### config.mk
export PLATFORM = sky130hd
export DESIGN_NAME = icache_line_fill_flat
export DESIGN_NICKNAME = d
export VERILOG_FILES = /design/src/rtl/icache_line_fill_pkg.sv /design/src/rtl/icache_line_fill_if.sv /design/src/rtl/icache_line_fill_array.sv /design/src/rtl/icache_line_fill.sv /design/src/flat_wrapper.sv
export SDC_FILE = /design/constraint.sdc
export NUM_CORES = 2
export LEC_CHECK = 0
export CAP_MARGIN = 15
export CORE_ASPECT_RATIO = 0.9
export CORE_UTILIZATION = 65
export DETAILED_ROUTE_END_ITERATION = 8
export PLACE_DENSITY = 0.85
export SLEW_MARGIN = 20
export SYNTH_ARGS = -nofsm -noshare
export SYNTH_HDL_FRONTEND = slang
export SYNTH_SLANG_ARGS = --single-unit
### constraint.sdc
create_clock -name clk -period 40.9 [get_ports clk]
set_clock_uncertainty 0.15 [all_clocks]
set_input_delay 6.135 -clock clk [delete_from_list [all_inputs] [get_ports clk]]
set_output_delay 6.135 -clock clk [all_outputs]
set_load 0.03 [all_outputs]
### src/rtl/icache_line_fill_pkg.sv
// Shared types and geometry for the instruction cache line-fill block.
// Contents:
//   S_OFFSET / S_INDEX / S_TAG  - address split (32-byte lines, 8 sets)
//   icache_state_t              - controller states CHECK, FILL, REFILLED
//   line_t                      - one cache line (256 bits)
//   line_word()                 - selects one 32-bit word out of a line
package icache_line_fill_pkg;

    localparam int S_OFFSET = 5;
    localparam int S_INDEX  = 3;
    localparam int S_TAG    = 32 - S_OFFSET - S_INDEX;
    localparam int S_LINE   = 8 << S_OFFSET;
    localparam int SETS     = 1 << S_INDEX;
    localparam int S_WORD   = S_OFFSET - 2;

    typedef enum logic [1:0] {
        CHECK    = 2'd0,
        FILL     = 2'd1,
        REFILLED = 2'd2
    } icache_state_t;

    typedef logic [S_LINE-1:0] line_t;

    function automatic logic [31:0] line_word(input line_t line, input logic [S_WORD-1:0] word);
        return line[{word, 5'd0} +: 32];
    endfunction

endpackage

### src/rtl/icache_line_fill_if.sv
// Instruction fetch bus between the pipeline fetch stage and the cache.
//   read  - fetch request (master -> slave)
//   addr  - byte address, bits [1:0] ignored (master -> slave)
//   resp  - rdata valid this cycle (slave -> master)
//   rdata - instruction word (slave -> master)
// master = fetch stage, slave = cache.
interface icache_line_fill_if;
    logic        read;
    logic [31:0] addr;
    logic        resp;
    logic [31:0] rdata;

    modport master (output read, output addr, input resp, input rdata);
    modport slave  (input read, input addr, output resp, output rdata);
endinterface

### src/rtl/icache_line_fill_array.sv
// Valid/tag/data storage for the direct-mapped instruction cache.
// Ports:
//   clk, rst_n           - clock, asynchronous active-low reset (clears valid bits only)
//   flush                - clears every valid bit at the next edge; wins over a same-cycle write
//   rd_index             - set to look up; rd_valid/rd_tag/rd_data are combinational
//   wr_en/wr_index/...   - installs a line (tag + data, sets valid)
module icache_line_fill_array
    import icache_line_fill_pkg::*;
(
    input  logic               clk,
    input  logic               rst_n,
    input  logic               flush,
    input  logic [S_INDEX-1:0] rd_index,
    output logic               rd_valid,
    output logic [S_TAG-1:0]   rd_tag,
    output line_t              rd_data,
    input  logic               wr_en,
    input  logic [S_INDEX-1:0] wr_index,
    input  logic [S_TAG-1:0]   wr_tag,
    input  line_t              wr_data
);

    logic [SETS-1:0] valid_vec;
    logic [S_TAG-1:0] tag_vec [SETS];
    line_t            data_vec [SETS];

    generate
        for (genvar gi = 0; gi < SETS; gi++) begin : g_set
            logic             valid_reg;
            logic [S_TAG-1:0] tag_reg;
            line_t            data_reg;
            logic             sel;

            assign sel = wr_en && (wr_index == S_INDEX'(gi));

            always_ff @(posedge clk or negedge rst_n) begin
                if (!rst_n) begin
                    valid_reg <= 1'b0;
                end else if (flush) begin
                    // A flush landing on the fill edge leaves the new line invalid.
                    valid_reg <= 1'b0;
                end else if (sel) begin
                    valid_reg <= 1'b1;
                end
            end

            // Tag and data hold no meaning while invalid, so they are never reset.
            always_ff @(posedge clk) begin
                if (sel) begin
                    tag_reg  <= wr_tag;
                    data_reg <= wr_data;
                end
            end

            assign valid_vec[gi] = valid_reg;
            assign tag_vec[gi]   = tag_reg;
            assign data_vec[gi]  = data_reg;
        end
    endgenerate

    assign rd_valid = valid_vec[rd_index];
    assign rd_tag   = tag_vec[rd_index];
    assign rd_data  = data_vec[rd_index];

endmodule

### src/rtl/icache_line_fill.sv
// Direct-mapped read-only instruction cache with whole-line refill.
// Hits answer in the same cycle; a miss costs pmem latency + 2 cycles.
// Ports:
//   clk, rst_n     - clock, asynchronous active-low reset
//   fetch          - fetch bus (slave side): read/addr in, resp/rdata out
//   flush          - invalidate all lines
//   pmem_read      - line fill request, held until pmem_resp
//   pmem_address   - line-aligned fill address
//   pmem_rdata     - fill line, valid with pmem_resp
//   pmem_resp      - single-cycle fill data strobe
//   hit_count      - saturating count of hit responses
//   miss_count     - saturating count of misses entering FILL
module icache_line_fill
    import icache_line_fill_pkg::*;
(
    input  logic                      clk,
    input  logic                      rst_n,
    icache_line_fill_if.slave         fetch,
    input  logic                      flush,
    output logic                      pmem_read,
    output logic [31:0]               pmem_address,
    input  line_t                     pmem_rdata,
    input  logic                      pmem_resp,
    output logic [31:0]               hit_count,
    output logic [31:0]               miss_count
);

    icache_state_t state_reg, state_next;

    // Line address of the miss being filled; latched so a dropped request
    // may move inst_addr without disturbing the fill in progress.
    logic [31-S_OFFSET:0] fill_line_reg;
    logic [31:0]          hit_count_reg;
    logic [31:0]          miss_count_reg;

    logic [S_TAG-1:0]   req_tag;
    logic [S_INDEX-1:0] req_index;
    logic [S_WORD-1:0]  req_word;
    logic               unused_addr_low;

    logic               rd_valid;
    logic [S_TAG-1:0]   rd_tag;
    line_t              rd_data;
    logic               hit;
    logic               miss;
    logic               install;

    assign req_tag         = fetch.addr[31:S_OFFSET+S_INDEX];
    assign req_index       = fetch.addr[S_OFFSET+S_INDEX-1:S_OFFSET];
    assign req_word        = fetch.addr[S_OFFSET-1:2];
    assign unused_addr_low = ^fetch.addr[1:0];

    assign install = (state_reg == FILL) && pmem_resp;

    icache_line_fill_array u_array (
        .clk      (clk),
        .rst_n    (rst_n),
        .flush    (flush),
        .rd_index (req_index),
        .rd_valid (rd_valid),
        .rd_tag   (rd_tag),
        .rd_data  (rd_data),
        .wr_en    (install),
        .wr_index (fill_line_reg[S_INDEX-1:0]),
        .wr_tag   (fill_line_reg[31-S_OFFSET:S_INDEX]),
        .wr_data  (pmem_rdata)
    );

    assign hit  = (state_reg == CHECK) && fetch.read && rd_valid && (rd_tag == req_tag);
    assign miss = (state_reg == CHECK) && fetch.read && !hit;

    assign fetch.resp   = hit;
    assign fetch.rdata  = line_word(rd_data, req_word);
    assign pmem_read    = (state_reg == FILL);
    assign pmem_address = {fill_line_reg, {S_OFFSET{1'b0}}};
    assign hit_count    = hit_count_reg;
    assign miss_count   = miss_count_reg;

    always_comb begin
        state_next = state_reg;
        unique case (state_reg)
            CHECK:    if (miss) state_next = FILL;
            FILL:     if (pmem_resp) state_next = REFILLED;
            REFILLED: state_next = CHECK;
            default:  state_next = CHECK;
        endcase
    end

    always_ff @(posedge clk or negedge rst_n) begin
        if (!rst_n) begin
            state_reg      <= CHECK;
            fill_line_reg  <= '0;
            hit_count_reg  <= '0;
            miss_count_reg <= '0;
        end else begin
            state_reg <= state_next;
            if (miss) begin
                fill_line_reg <= fetch.addr[31:S_OFFSET];
            end
            if (hit && (hit_count_reg != 32'hFFFF_FFFF)) begin
                hit_count_reg <= hit_count_reg + 32'd1;
            end
            if (miss && (miss_count_reg != 32'hFFFF_FFFF)) begin
                miss_count_reg <= miss_count_reg + 32'd1;
            end
        end
    end

endmodule

### src/flat_wrapper.sv
// flat-port wrapper written by rule: the top's interface ports become plain ports
module icache_line_fill_flat import icache_line_fill_pkg::*;
  (clk, rst_n, flush, pmem_read, pmem_address, pmem_rdata, pmem_resp, hit_count, miss_count, fetch_read, fetch_addr, fetch_resp, fetch_rdata);
  icache_line_fill_if fetch_i ();
  input  logic clk;
  input  logic rst_n;
  input  logic flush;
  output logic pmem_read;
  output logic [31:0] pmem_address;
  input  line_t pmem_rdata;
  input  logic pmem_resp;
  output logic [31:0] hit_count;
  output logic [31:0] miss_count;
  input wire logic [$bits(fetch_i.read)-1:0] fetch_read;
  input wire logic [$bits(fetch_i.addr)-1:0] fetch_addr;
  output wire logic [$bits(fetch_i.resp)-1:0] fetch_resp;
  output wire logic [$bits(fetch_i.rdata)-1:0] fetch_rdata;
  assign fetch_i.read = fetch_read;
  assign fetch_i.addr = fetch_addr;
  assign fetch_resp = fetch_i.resp;
  assign fetch_rdata = fetch_i.rdata;
  icache_line_fill u_core (.clk(clk), .rst_n(rst_n), .fetch(fetch_i), .flush(flush), .pmem_read(pmem_read), .pmem_address(pmem_address), .pmem_rdata(pmem_rdata), .pmem_resp(pmem_resp), .hit_count(hit_count), .miss_count(miss_count));
endmodule
==> impl_metrics.csv <==
group,metric,value,unit
logic_synthesis,async_flop_share,0.0431,
min_path,min_to,"u_core.miss_count[26]",
min_path,worstHoldStart,"u_core.miss_count[26]",
worst_setup_path,critical_path_class,"input port to output pin",
power_and_ir_drop,p_int,3990,µW
clocking,ctsRootBufferMaster,"clkbuf_16",
min_path,min_path_cells,1,
route,avgViaCountPerCell,6.87,
clocking,insertion_delay,820,ps
power_and_ir_drop,p_leak,0.0326,µW
logic_synthesis,syn-cell-area,89600,µm²
status,status,"finished, final reports clean",
sta,clock.fmax,0.0545,GHz
place,place_worst_setup_slack,22630,ps
global_route,grt_max_degree,141,
clocking,ctsResizeCount,0,
global_route,grt_pass1_wl,310000,µm
logic_synthesis,synth_ff_type,"edfxtp_1",
logic_synthesis,syn-instance-count,3663,
logic_synthesis,synth_area_per_cell,24.5,µm²
logic_synthesis,synth-edff-count,2240,
worst_setup_path,max_stage_delay,970,ps
route,routedWlPerCell,34.8,µm
clocking,cts-htree-levels,4,
layout,fin_cells,6212,
route,vias,42700,
layout,final_area,102000,µm²
clocking,cts_made_buffers,212,
layout,largest_reg_flops,2048,
worst_setup_path,arrival,12070,ps
clocking,hold_buffers,0,
die,rows,128,
place,place_inst,5778,
sta,grt_setup_unrepaired,"no",
worst_setup_path,ff2ff_setup_slack,36020,ps
sta,hold_violations,0,
route,drtIter0Drc,5183,
worst_setup_path,r2r-start,"u_core.state_reg[1]",
logic_synthesis,synth-xor-area-share,0.00782,
logic_synthesis,ys_seq_elements,2341,
worst_setup_path,cp_slowest_cell,"buf_4",
worst_setup_path,reg2reg_to,"u_core.u_array.g_set[5].data_reg[0]",
route,drc,0,
route,drt_pass1_iterations,5,
place,hpwl,113000,µm
clocking,cts_buffer_depth,3,
power_and_ir_drop,cellPowerDensity,50.9,nW/µm²
logic_synthesis,synth-simple-area-share,0.0129,
worst_setup_path,crit_fanout,107,
place,placed_area,95800,µm²
power_and_ir_drop,pwr-share-seq,0.550,
route,antenna_left,0,
sta,finalSetupTns,0,ps
die,die_area,139000,µm²
power_and_ir_drop,swShare,0.234,
global_route,globalRouteOverflowTotal,0,
clocking,cts_tree,"yes",
clocking,clkTransAtPathRegs,60,ps
clocking,clkSinkCount,2341,
route,routed_wl,216000,µm
die,start_util,0.659,
sta,tightest_slew,1120,ps
die,coreArea,136000,µm²
layout,nNetsFinal,4467,
layout,layout_common_cells,"edfxtp_1 (2,240), mux4_2 (699), clkdlybuf4s50_1 (408), clkbuf_16 (214), dfrtp_1 (101)",
logic_synthesis,synth_top_family_by_area,"multiplexers",
sta,maxSlewHeadroom,0.253,
logic_synthesis,yosys.area_share.adder,0.000279,
sta,drv_slew,0,
power_and_ir_drop,power_frac_clock,0.358,
worst_setup_path,crit_family,"buffers and inverters",
worst_setup_path,endpoint_kind,"output pin",
logic_synthesis,synthMuxAreaShare,0.187,
place,gp_congestion,0.809,
layout,area_delta_synth_final,14.2,%
sta,finalWorstSetupSlack,22550,ps
flow_run,drv_cap,0,
sta,setup-violations-final,0,
layout,nFillCells,6670,
worst_setup_path,cp_data_required_time,34620,ps
logic_synthesis,yosysSeqAreaShare,0.779,
global_route,grt_usage,0.318,
worst_setup_path,crit_buf_inv,5,
sta,period_minus_slack,18350,ps
worst_setup_path,setup.worst_path.start_class,"input port",
global_route,grt_pass1_vias,43700,
die,fp.dieW,393,µm
clocking,post_cts_buffers,0,
place,io_buffers,415,
power_and_ir_drop,power.switching,1220,µW
layout,layout_commonest_cell,"edfxtp_1",
worst_setup_path,r2r_cells,9,
worst_setup_path,crit_chain,"buf_8 -> buf_4 -> buf_4 -> buf_4 -> mux4_2 -> mux4_2 -> mux4_2 -> clkdlybuf4s50_1",
logic_synthesis,ys_warn_count,0,
power_and_ir_drop,comb_power_share,0.093,
sta,finalCritPeriodShare,0.449,
logic_synthesis,ys_types,49,
min_path,hold_path_class,"flop to flop",
global_route,antenna_found_initial,83,
layout,drive_above_1_share,0.250,
power_and_ir_drop,vdd_drop_max,43.3,µV
logic_synthesis,synth_compound_area_frac,0.00271,
die,ioPinCount,423,
die,die_h,354,µm
[worst register-to-register path, stage by stage, from the launching register on]
cell	delay, ps
dfrtp_1	370
nor2b_1	200
nand2_1	100
inv_1	80
nand2_1	200
nor2_4	150
buf_4	480
buf_4	830
buf_4	920
buf_4	940
[per-layer routing]
layer / share of wire / up-vias / GRT usage
li1: - / 16800 / -
met1: 0.36 / 22500 / 0.429
met2: 0.50 / 2741 / 0.499
met3: 0.11 / 477 / 0.0972
met4: 0.034 / 76 / 0.117
met5: 0.0023 / - / 0
[cells by family after synthesis]
family,Yosys count
AND/OR/NAND/NOR,213
other,1
AO/OA/AOI/OAI,32
multiplexers,796
adder cells (fa/ha/maj),2
buffers and inverters,198
flip-flops,2341
XOR/XNOR,80
[final cells by class]
class	instances	area, µm²	area share
sequential	2341	69800	0.682
multi-input combinational	1128	19000	0.185
clock buffer	284	5620	0.0549
timing repair buffer	480	4740	0.0464
tap	1820	2280	0.0223
clock inverter	108	781	0.00763
antenna	42	105	0.00103
inverter	9	33.8	0.000330
[worst max path at each step]
stage	slack [ps]	start	cells past startpoint	to
after floorplan	14100	pmem_resp	3	u_core.u_array.g_set[0].data_reg[0]
after global placement	22710	fetch_addr[6]	8	fetch_rdata[1]
after detailed placement	22630	fetch_addr[6]	8	fetch_rdata[0]
after CTS	22570	fetch_addr[6]	8	fetch_rdata[1]
after global routing	22440	fetch_addr[6]	8	fetch_rdata[1]
final	22550	fetch_addr[6]	8	fetch_rdata[1]
[power groups by stage]
stage | logic (µW) | registers (µW) | clock network [µW]
after floorplan | 240 | 2980 | 0
after global placement | 464 | 2890 | 0
after detailed placement | 476 | 2910 | 0
after CTS | 486 | 2860 | 1890
after global routing | 504 | 2870 | 1970
final | 483 | 2860 | 1860
[cells in the mapped netlist (all sizes together) (3+ instances only)]
library cell  count  area [µm²]
and3             16         100
o21ai             5        25.0
buf              93         498
and4              7        61.3
inv               9        33.8
nand4            17         106
o21ba             4        40.0
xnor2            11        96.3
or2               4        25.0
and2              3        18.8
mux2             37         417
nor3             21         105
nand2b            6        37.5
nor4b             6        52.6
nor2             39         146
mux4            699       15700
mux2i            60         601
nand2            36         135
xor2             69         604
clkbuf           96         360
dfrtp           101        2530
nor4             20         140
a22oi             9        67.6
nor2b             4        25.0
edfxtp         2240       67300
nand3            25         125
[metrics by stage]
stage                      util  total power (µW)  hold slack (ps)
after floorplan               -              3220              316
after global placement    0.705              3350              324
after detailed placement  0.705              3380              327
after CTS                 0.752              5230              342
after global routing      0.752              5350              362
final                     0.752              5210              339
No activity file was read; power rests on OpenSTA's default activity.
